$ cat config.mk
export PLATFORM = sky130hd
export DESIGN_NAME = demux1x2_buf
export DESIGN_NICKNAME = d
export VERILOG_FILES = /design/src/rtl/demux1x2_buf.sv
export SDC_FILE = /design/constraint.sdc
export NUM_CORES = 1
export LEC_CHECK = 0
export ABC_AREA = 1
export BUFFER_PORTS_ARGS = -buffer_cell sky130_fd_sc_hd__buf_4
export CAP_MARGIN = 15
export CORE_MARGIN = 4
export CORE_UTILIZATION = 35
export CTS_CLUSTER_SIZE = 12
export DETAILED_ROUTE_END_ITERATION = 10
export GPL_TIMING_DRIVEN = 1
export RECOVER_POWER = 100
export SYNTH_ARGS = -nofsm -noshare
export SYNTH_HDL_FRONTEND = slang
export SYNTH_SLANG_ARGS = --single-unit
$ cat constraint.sdc
create_clock -name clock -period 2 [get_ports clock]
set_clock_uncertainty 0.05 [all_clocks]
set_input_delay 0.2 -clock clock [delete_from_list [all_inputs] [get_ports clock]]
set_output_delay 0.2 -clock clock [all_outputs]
set_load 0.05 [all_outputs]
$ cat src/rtl/demux1x2_buf.sv
// demux1x2_buf: 1-to-2 demultiplexer with an independent 2-entry FIFO per
// output channel.
// Optional build macro: DEMUX_CONT_EN adds ports cont0/cont1, which are 16-bit
// accepted-word counters per channel.
// Each FIFO holds its head in mem0 and its second word in mem1.
// ocup is the occupancy of the FIFO: 0 (empty), 1 (one word) or 2 (full).
// There is no bypass path. A full FIFO refuses a push even in a cycle
// where it also pops.
module demux1x2_buf #(
  parameter int LARGURA = 32
) (
  input  logic               clock,
  input  logic               reset_n,
  input  logic [LARGURA-1:0] entrada,
  input  logic               entrada_valida,
  input  logic               seletor,
  output logic               entrada_pronta,
  output logic [LARGURA-1:0] saida0,
  output logic               saida0_valida,
  input  logic               saida0_pronta,
  output logic [LARGURA-1:0] saida1,
  output logic               saida1_valida,
  input  logic               saida1_pronta
`ifdef DEMUX_CONT_EN
  ,
  output logic [15:0]        cont0,
  output logic [15:0]        cont1
`endif
);

  logic [LARGURA-1:0] mem0 [2];
  logic [LARGURA-1:0] mem1 [2];
  logic [1:0]         ocup [2];
  logic [1:0]         push;
  logic [1:0]         pop;

  // Handshake decode: ready follows the fullness of the selected FIFO only
  always_comb begin
    entrada_pronta = seletor ? (ocup[1] != 2'd2) : (ocup[0] != 2'd2);
    push[0]        = entrada_valida & entrada_pronta & ~seletor;
    push[1]        = entrada_valida & entrada_pronta &  seletor;
    saida0_valida  = (ocup[0] != 2'd0);
    saida1_valida  = (ocup[1] != 2'd0);
    pop[0]         = saida0_valida & saida0_pronta;
    pop[1]         = saida1_valida & saida1_pronta;
    saida0         = saida0_valida ? mem0[0] : '0;
    saida1         = saida1_valida ? mem0[1] : '0;
  end

  // Per-channel FIFO storage and occupancy update
  always_ff @(posedge clock or negedge reset_n) begin
    if (!reset_n) begin
      for (int i = 0; i < 2; i++) begin
        mem0[i] <= '0;
        mem1[i] <= '0;
        ocup[i] <= 2'd0;
      end
    end else begin
      for (int i = 0; i < 2; i++) begin
        case (ocup[i])
          2'd0: begin
            if (push[i]) begin
              mem0[i] <= entrada;
              ocup[i] <= 2'd1;
            end
          end
          2'd1: begin
            if (push[i] && pop[i]) begin
              mem0[i] <= entrada;
            end else if (push[i]) begin
              mem1[i] <= entrada;
              ocup[i] <= 2'd2;
            end else if (pop[i]) begin
              ocup[i] <= 2'd0;
            end
          end
          2'd2: begin
            if (pop[i]) begin
              mem0[i] <= mem1[i];
              ocup[i] <= 2'd1;
            end
          end
          default: ocup[i] <= 2'd0;
        endcase
      end
    end
  end

`ifdef DEMUX_CONT_EN
  // Accepted-word counters; they wrap naturally at 16 bits
  always_ff @(posedge clock or negedge reset_n) begin
    if (!reset_n) begin
      cont0 <= 16'd0;
      cont1 <= 16'd0;
    end else begin
      if (push[0]) cont0 <= cont0 + 16'd1;
      if (push[1]) cont1 <= cont1 + 16'd1;
    end
  end
`endif

endmodule

Yosys cells after proc, flatten, opt, wreduce, memory -nomap -nowiden --
Index checks and enable logic that the tools add are counted.
Storage, ports and cells: word-level logic and storage cells 67, input port bits 38, output and inout bits 67, register bits 132
Operators by class: bitwise gates (word level) 8, multiplexer cells 23, reduce and logical (&&, ||, !) cells 14, equal/unequal tests 16
Operators by type and width (number):
- $mux W32 | 8
- $pmux W32 S3 | 2
- $mux W2 | 10
- $ne A2 B2 Y1 const B | 10
- $reduce_and A4 Y1 | 4
- $pmux W2 S3 | 2
- $ne A3 B3 Y1 const B | 2
- $reduce_and A3 Y1 | 2
- $reduce_bool A3 Y1 | 2
- $and A1 B1 Y1 | 5
- $eq A2 B1 Y1 const B | 2
- $eq A2 B2 Y1 const B | 2
- $logic_not A2 Y1 | 2
- $reduce_bool A2 Y1 | 2
- $not A1 Y1 | 3
- $logic_and A1 B1 Y1 | 2
- $mux W1 | 1

Longest topological paths before layout --
Gate-level depths: netlist of run 1.
word-level depth 7, depth in mapped cells 9

Worst setup path before layout of run 1 --
OpenSTA, ideal clock, no wires.
kind register to output, start reg ocup[1] (netlist bit), end out entrada_pronta, setup slack 0.153 ns, data required time 1.750 ns, buffers on the path 1, stages on the path, launching flop included 5, data arrival time 1.597 ns, path through dfrtp_1 nand2_2 clkbuf_1 nor2_1 a31oi_1
On the way: longest elaborated chain between the ends 2
Ends and longest elaborated chain:
- from (decl) | line 33 | logic [1:0] ocup [2];
- from (signal, indexed assignment) | line 56 | ocup[i] <= 2'd0;
- from (signal, indexed assignment) | line 64 | ocup[i] <= 2'd1;
- from (signal, indexed assignment) | line 72 | ocup[i] <= 2'd2;
- $ne A2 B2 Y1 | line 39 | entrada_pronta = seletor ? (ocup[1] != 2'd2) : (ocup[0] != 2'd2);
- $mux W1 | line 39
- to (decl) | line 17 | output logic entrada_pronta,
Every way passes these cells.

Worst setup path after layout of run 1 --
Ends and elaborated chain as after synthesis.

==> results.yml, run 1 <==
routing:
  ant_nets: 0
  first_pass_iters: 4
  wl_um: 16000
  wl_per_cell_um: 12.9
  drt-initial-drc-count: 271
  vias_per_cell: 4.40
  num_vias: 5465
  drc_errors: 0
logic_synthesis:
  synth_top_area_share_pct: 51.8
  synthesis.nets: 905
  yosysSeqAreaShare_pct: 51.8
  yosysTopAreaCell: "dfrtp_1"
  synth_cell_type_count: 20
  synthCells: 867
  synth_seq_cells: 132
  yosys-top-cells-area: "dfrtp_1, nand2_1, o21ai_0"
  yosysWarnings: 0
  synth.avg_cell_area_um2: 7.36
  syn-cell-area_um2: 6380
power:
  clock_power_share_pct: 23.8
  p_leak_nw: 4.50
  worst_ir_drop_vdd_mv: 0.719
  pwr-share-seq_pct: 30.3
  switching_share_pct: 43.9
  p_switching_mw: 6.54
  combPwrFrac_pct: 45.8
  internal_power_mw: 8.35
  cellPowerDensity_nw_per_um2: 1770
critical_path:
  cp-start-kind: "flop"
  cp_slowest_stage_delay_ns: 0.43
  cp.required_ns: 1.75
  crit_type: "flop to output pin"
  critPathArrivalTime_ns: 1.67
  critical_path.slowest_cell: "dfrtp_1"
  path_cells: "nand2_2 > buf_8 > nor2_1 > a31oi_2 > buf_6"
  cp-end-kind: "output pin"
  crit_fanout: 17
global_routing:
  grt_use_total_pct: 16.5
  antenna_found_initial: 0
  grt_pass1_wl_um: 26800
  grt_pass1_vias: 5319
  gr-total-overflow: 0
  grt_max_degree: 49
clocking:
  path_clk_slew_ns: 0.05
  cts.htree.levels: 4
  cts_buffer_depth: 2
  cts_buffers: 17
  cts.sinks: 132
  root_buffer: "clkbuf_16"
  tritoncts: "done"
  insertion_delay_ns: 0.42
placed_design:
  portBuffers: 104
  post-place-ws_ns: 0.352
  hpwl_um: 11200
  gp_congestion: 0.747
die:
  die_x_um: 143
  ios: 105
  initial_core_util_pct: 35.5
  die_y_um: 143
  core_um2: 18000
  die_area_um2: 20500
  fp-row-count: 49
job:
  cap_viol_max_count: 0
layout:
  nFillCells: 1794
  nets: 1039
  antennaDiodeCount: 0
  final_common_cell: "nand2_1"
  final_util_pct: 46.8
  final_layout_size_suffix_gt1_share_pct: 16.7
  syn2layout_area_growth_pct: 31.8
  layout_common_cells: "nand2_1, inv_1, dfrtp_1"
timing:
  hold-worst-slack_ns: 0.150
  setup_viol: 0
  drv_slew: 0
  worst_pin_slew_ns: 1.10
  timing_hold_violations_final: 0
  clock.fmax_mhz: 519
  period_minus_slack_ns: 1.92
  max-slew-margin-rel_pct: 26.7
  setup_ws_ns: 0.0750
  setup_tns_ns: 0
  rsz0062_at_grt: "false"
  finalCritPeriodShare_pct: 96.2
worst_hold_path:
  min_path_type: "primary input to flop"
status:
  status: "finished, final reports clean"
power groups by stage:
stage               Clock [mW]  Combinational (mW)  Sequential (mW)
floorplan                    0                5.12             4.41
CTS                       3.62                7.15             4.52
finish                    3.55                6.82             4.52
global placement             0                6.94             4.57
global route              3.75                7.65             4.68
detailed placement           0                7.04             4.55
layer usage:
layer  up-vias  share of wire, %  global-route usage, %
met5         -                 0                      0
met3        23               5.0                   4.05
met4         0               2.2                   6.00
li1       2915                 -                      -
met2       103                43                   23.9
met1      2424                50                   24.0
cell type report:
cell class | count | area [µm²] | share of cell area, %
sequential | 132 | 3300 | 39.3
clock buffer | 19 | 453 | 5.38
clock inverter | 13 | 229 | 2.72
multi-input combinational | 546 | 2350 | 27.9
inverter | 139 | 522 | 6.20
tap | 229 | 287 | 3.41
timing repair buffer | 165 | 1270 | 15.1
worst max-delay path, delay by kind of cell (launching register included):
family                 cells  cell delay, ns
buffers and inverters      2            0.36
and+or+nand+nor            2            0.22
DFF                        1            0.43
AOI/OAI and AO/OA          1            0.24
repair_timing:
item,CTS,global route
hold buffers,35,0
gates resized for setup,2,2
endpoints found under the hold margin,105,0
setup buffers,1,0
cloned,0,0
endpoints found under the setup margin,1,1
through the flow:
stage | power [mW] | instances | area, µm²
final | 14.9 | 1243 | 8410
after global routing | 16.1 | 1243 | 8410
after CTS | 15.3 | 1243 | 8510
after detailed placement | 11.6 | 1175 | 7460
after global placement | 11.5 | 1175 | 7460
after floorplan | 9.53 | 867 | 6380
sequential cells by signal (all words and copies together), names as in the netlist:
signal / count
ocup: 4
mem0: 64
mem1: 64
synthesized netlist by cell type:
library cell and instances:
a21o_1 1, a21oi_1 2, a21oi_2 1, a31oi_1 1
buf_2 24, buf_4 3, clkbuf_1 23, dfrtp_1 132
inv_1 137, inv_2 2, nand2_1 268, nand2_2 1
nand3_1 66, nand3_2 1, nand4_1 1, nor2_1 71
nor2_2 2, o21ai_0 129, o21ai_1 1, o22ai_1 1
kinds of logic (layout without fill, tap and decap cells):
kind of cell	after synthesis	after routing	synth area share (%)
AND/OR/NAND/NOR	410	410	25.7
buffers and inverters	189	336	11.8
flip-flops	132	132	51.8
AO/OA/AOI/OAI	136	136	10.8
worst paths after layout:
check | from | endpoint | slack, ns | cells past startpoint
setup / recovery | ocup[1] | entrada_pronta | 0.08 | 5
max in group asynchronous | reset_n | mem1[11] | 0.32 | 3
hold / removal | entrada_valida | ocup[3] | 0.15 | 3
hold reg to reg | mem0[12] | mem0[12] | 0.42 | 2
setup reg to reg | ocup[0] | mem0[22] | 0.25 | 6
min in group asynchronous | reset_n | mem0[6] | 0.47 | 2
Power figures use the tool's default switching activity.
==> inputs of run 2 (changes only) <==
--- a/config.mk
+++ b/config.mk
@@ -8,6 +8,7 @@
 export ABC_AREA = 1
 export BUFFER_PORTS_ARGS = -buffer_cell sky130_fd_sc_hd__buf_4
 export CAP_MARGIN = 15
+export CORE_ASPECT_RATIO = 0.5
 export CORE_MARGIN = 4
 export CORE_UTILIZATION = 35
 export CTS_CLUSTER_SIZE = 12
==> results.yml, run 2 (synthesis gave the netlist of run 1 again) <==
critical_path:
  cp.required_ns: 1.75
  cpLargestDelayFamily: "flip-flops"
  crit_type: "flop to output pin"
  crit_fanout: 34
  critPathArrivalTime_ns: 1.66
  cp_slowest_stage_delay_ns: 0.43
  cp-start-kind: "flop"
  critical_path.slowest_cell: "dfrtp_1"
  cp-end-kind: "output pin"
  crit_buf_inv: 2
  path_cells: "nand2_2 > buf_12 > nor2_1 > a31oi_2 > buf_4"
layout:
  syn2layout_area_growth_pct: 30.2
  nets: 1032
  seq_area_um2: 3300
  multi_input_area_um2: 2350
  antennaDiodeCount: 0
  nFillCells: 1783
  final_layout_size_suffix_gt1_share_pct: 16.3
  top_regs: "mem0: 64 flops, mem1: 64 flops, ocup: 4 flops"
  layout_common_cells: "nand2_1, inv_1, dfrtp_1"
  instances_no_fill: 1240
  final_common_cell: "nand2_1"
routing:
  num_vias: 5637
  ant_nets: 0
  drc_errors: 0
  vias_per_cell: 4.55
  drt-initial-drc-count: 524
  first_pass_iters: 5
  wl_um: 17600
  wl_per_cell_um: 14.2
clocking:
  insertion_delay_ns: 0.41
  cts_buffer_depth: 2
  cts.sinks: 132
  cts.htree.levels: 4
  tritoncts: "done"
  root_buffer: "clkbuf_16"
  path_clk_slew_ns: 0.05
  cts_buffers: 17
placed_design:
  hpwl_um: 11900
  place_inst: 1173
  portBuffers: 104
  gp_congestion: 0.793
timing:
  rsz0062_at_grt: "true"
  setup_viol: 0
  drv_slew: 0
  finalCritPeriodShare_pct: 95.7
  timing_hold_violations_final: 0
  max-slew-margin-rel_pct: 44.3
  worst_pin_slew_ns: 0.835
  clock.fmax_mhz: 522
  setup_tns_ns: 0
  period_minus_slack_ns: 1.91
global_routing:
  grt_pass1_vias: 5165
  grt_pass1_wl_um: 28100
  antenna_found_initial: 0
  grt_max_degree: 65
  grt_use_total_pct: 17.4
  gr-total-overflow: 0
die:
  fp-row-count: 34
  ios: 105
  die_x_um: 199
  die_area_um2: 20600
  core_um2: 17600
  initial_core_util_pct: 36.2
  die_y_um: 103
power:
  p_leak_nw: 4.44
  worst_ir_drop_vdd_mv: 0.942
  cellPowerDensity_nw_per_um2: 1750
status:
  status: "finished, final reports clean"
worst_hold_path:
  min_path_type: "primary input to flop"
job:
  cap_viol_max_count: 0
run 2: worst min-delay path, cell delays in order:
cell,delay (ns)
buf_4,0.12
nand4_1,0.22
a21oi_1,0.09
run 2: stage by stage:
| stage | utilization, % | power, mW | setup slack [ns] | hold WS (ns) | area [µm²] |
|---|---|---|---|---|---|
| floorplan | - | 9.53 | 0.153 | -0.146 | 6380 |
| global placement | 42.1 | 11.5 | 0.265 | 0.139 | 7420 |
| detailed placement | 42.1 | 11.6 | 0.303 | 0.136 | 7420 |
| CTS | 47.5 | 14.8 | 0.00380 | 0.129 | 8370 |
| global route | 47.2 | 15.6 | -0.00230 | 0.242 | 8310 |
| finish | 47.2 | 14.6 | 0.0854 | 0.215 | 8310 |
run 2: path summary, 6_finish.rpt:
check,from,endpoint,slack [ns],cells after the start
setup / recovery,ocup[1],entrada_pronta,0.09,5
hold / removal,seletor,ocup[1],0.22,3
setup reg to reg,ocup[0],mem1[19],0.18,5
hold reg to reg,mem0[29],mem0[29],0.42,2
max in group asynchronous,reset_n,mem1[16],0.37,3
min in group asynchronous,reset_n,mem0[9],0.37,2
run 2: per-layer routing:
metal  part of all wire, %  vias to the layer above  global-route usage, %
met4                   1.2                        0                   4.73
met1                    55                     2562                   29.3
met3                   5.5                       19                   3.04
met5                     0                        -                      0
li1                      -                     2902                      -
met2                    39                      154                   22.0
run 2: cell type report:
cell class	instances	area share [%]
multi-input combinational	546	28.2
clock inverter	14	1.82
sequential	132	39.8
inverter	139	6.28
clock buffer	17	5.12
tap	234	3.52
timing repair buffer	158	15.3
run 2: repair_timing:
action                                 CTS  global route
endpoints found under the hold margin   93             0
cloned                                   0             0
setup buffers                            1             0
gates resized for setup                  3             3
setup endpoints to repair                1            55
hold buffers                            35             0
run 2: power breakdown:
group	internal, mW	switching (mW)	total [mW]
sequential	3.99	0.577	4.57
clock	1.84	1.20	3.04
combinational	2.00	4.94	6.95
==> inputs of run 3 (changes only) <==
--- a/config.mk
+++ b/config.mk
@@ -5,7 +5,6 @@
 export SDC_FILE = /design/constraint.sdc
 export NUM_CORES = 1
 export LEC_CHECK = 0
-export ABC_AREA = 1
 export BUFFER_PORTS_ARGS = -buffer_cell sky130_fd_sc_hd__buf_4
 export CAP_MARGIN = 15
 export CORE_ASPECT_RATIO = 0.5
==> results.yml, run 3 <==
layout:
  nets: 629
  nFillCells: 1601
  final_layout_size_suffix_gt1_share_pct: 57.3
  syn2layout_area_growth_pct: 31.3
  antennaDiodeCount: 0
  seq_area_um2: 3300
  multi_input_area_um2: 2790
  top_regs: "mem0: 64 flops, mem1: 64 flops, ocup: 4 flops"
  final_common_cell: "mux2_2"
  layout_common_cells: "mux2_2, dfrtp_1, buf_4"
routing:
  wl_per_cell_um: 16.3
  first_pass_iters: 4
  num_vias: 3855
  wl_um: 13700
  ant_nets: 0
  vias_per_cell: 4.60
  drc_errors: 0
  drt-initial-drc-count: 167
timing:
  finalCritPeriodShare_pct: 96.6
  clock.fmax_mhz: 518
  drv_slew: 0
  setup_tns_ns: 0
  max-slew-margin-rel_pct: 20.8
  timing_hold_violations_final: 0
  setup_viol: 0
  rsz0062_at_grt: "false"
  worst_pin_slew_ns: 1.19
  hold-worst-slack_ns: 0.0553
  period_minus_slack_ns: 1.93
logic_synthesis:
  synthCells: 442
  yosysSeqAreaShare_pct: 52.0
  synth.avg_cell_area_um2: 14.4
  synth_top_area_share_pct: 52.0
  async_flop_share_pct: 100
  synth_common_cells: "mux2_2, dfrtp_1, nor2b_1"
  synth_fa_ha_area_share_pct: 0
  yosys.area_share.xor_xnor_pct: 0
  synthesis.nets: 480
  yosysTopAreaCell: "dfrtp_1"
  synth_seq_cells: 132
  synth_top_family_by_area: "multiplexers"
  yosysWarnings: 0
  synth_edf_count: 0
  yosys-mux-area-fraction_pct: 35.3
  ys.flop_type: "dfrtp_1"
  syn-cell-area_um2: 6350
  yosysMostFrequentCell: "mux2_2"
  synth_simple_gate_area_share_pct: 7.80
  synth_compound_area_share_pct: 1.22
  synth_cell_type_count: 27
  yosys-top-cells-area: "dfrtp_1, mux2_2, nor2b_1"
placed_design:
  hpwl_um: 9210
  portBuffers: 104
  gp_congestion: 0.682
clocking:
  cts.sinks: 132
  cts_buffers: 17
  root_buffer: "clkbuf_16"
  insertion_delay_ns: 0.41
  path_clk_slew_ns: 0.06
  cts.htree.levels: 4
  cts_buffer_depth: 2
  tritoncts: "done"
global_routing:
  grt_use_total_pct: 14.2
  grt_pass1_wl_um: 22500
  grt_pass1_vias: 4145
  gr-total-overflow: 0
  antenna_found_initial: 0
  grt_max_degree: 47
die:
  fp-row-count: 34
  core_um2: 17600
  die_x_um: 198
  die_y_um: 103
  ios: 105
  initial_core_util_pct: 36.1
  die_area_um2: 20500
job:
  cap_viol_max_count: 0
power:
  cellPowerDensity_nw_per_um2: 1240
  worst_ir_drop_vdd_mv: 0.620
  p_leak_nw: 3.61
status:
  status: "finished, final reports clean"
critical_path:
  critPathArrivalTime_ns: 2.17
  cp.required_ns: 2.24
  cp-start-kind: "flop"
  cp-end-kind: "flop"
  crit_type: "flop to flop"
  crit_fanout: 17
worst_hold_path:
  min_path_type: "primary input to flop"
==> run 3: cell types whose count changed in the layout (fill, tap and decap cells not counted), moves of 17 or more <==
cell,before,now
nand3_1,67,1
nor2b_1,0,32
inv_1,137,3
mux2_2,0,180
nand2_1,268,1
and2_0,0,17
o21ai_0,129,0
nor2_1,69,1
==> run 3: metal layers <==
layer	part of all wire [%]	GRT usage (%)	vias up
li1	-	-	1847
met1	47	18.7	1954
met2	49	23.5	43
met3	3.0	3.50	11
met4	1.0	4.41	0
met5	0	0	-
==> run 3: critical path, stage by stage (launching register included) <==
cell and delay, ns:
dfrtp_1 0.42, or2_4 0.28, o221ai_1 0.46, buf_12 0.24, mux2_2 0.35
==> run 3: power breakdown <==
group | total, mW | internal [mW] | switching [mW]
logic | 3.46 | 1.55 | 1.91
clock network | 2.91 | 1.70 | 1.21
registers | 3.99 | 3.59 | 0.403
==> run 3: final cells by class <==
class	instances	share of cell area, %
clock inverters	12	1.14
repair buffers	158	16.5
multi-input cells	279	33.5
well taps	234	3.51
flip-flops and latches	132	39.6
inverters	3	0.135
clock buffers	20	5.60
==> run 3: final timing paths <==
kind	cells after the start	slack [ns]	end	from
min in group asynchronous	2	0.52	mem0[56]	reset_n
max in group asynchronous	3	0.32	mem0[33]	reset_n
worst max register to register	4	0.07	mem0[15]	ocup[0]
worst max-delay path	4	0.07	mem0[15]	ocup[0]
worst min-delay path	3	0.06	ocup[3]	saida0_pronta
worst min register to register	1	0.43	mem0[8]	mem0[8]
==> run 3: repair_timing <==
item | 4_1_cts | 5_1_grt
hold endpoints to repair | 105 | 0
endpoints found under the setup margin | 32 | 13
buffers inserted | 0 | 1
cloned | 0 | 0
resized for setup | 4 | 1
hold buffers | 33 | 0
==> run 3: logic make-up (layout without fill, tap and decap cells) <==
logic type             Yosys count  after routing
multiplexers                   196            196
flip-flops                     132            132
AND/OR/NAND/NOR                 77             77
buffers and inverters           31            193
AO/OA/AOI/OAI                    6              6
==> run 3: stage by stage <==
step | cells | cell area (µm²) | total power [mW] | util [%] | setup WS, ns
6_report | 838 | 8340 | 10.4 | 47.4 | 0.0686
5_1_grt | 838 | 8340 | 11.0 | 47.4 | 0.00201
4_1_cts | 837 | 8440 | 10.6 | 48.0 | 0.00999
3_5_place_dp | 772 | 7530 | 7.56 | 42.9 | 0.213
3_3_place_gp | 772 | 7530 | 7.47 | 42.9 | 0.278
2_1_floorplan | 442 | 6350 | 6.50 | - | 0.0638
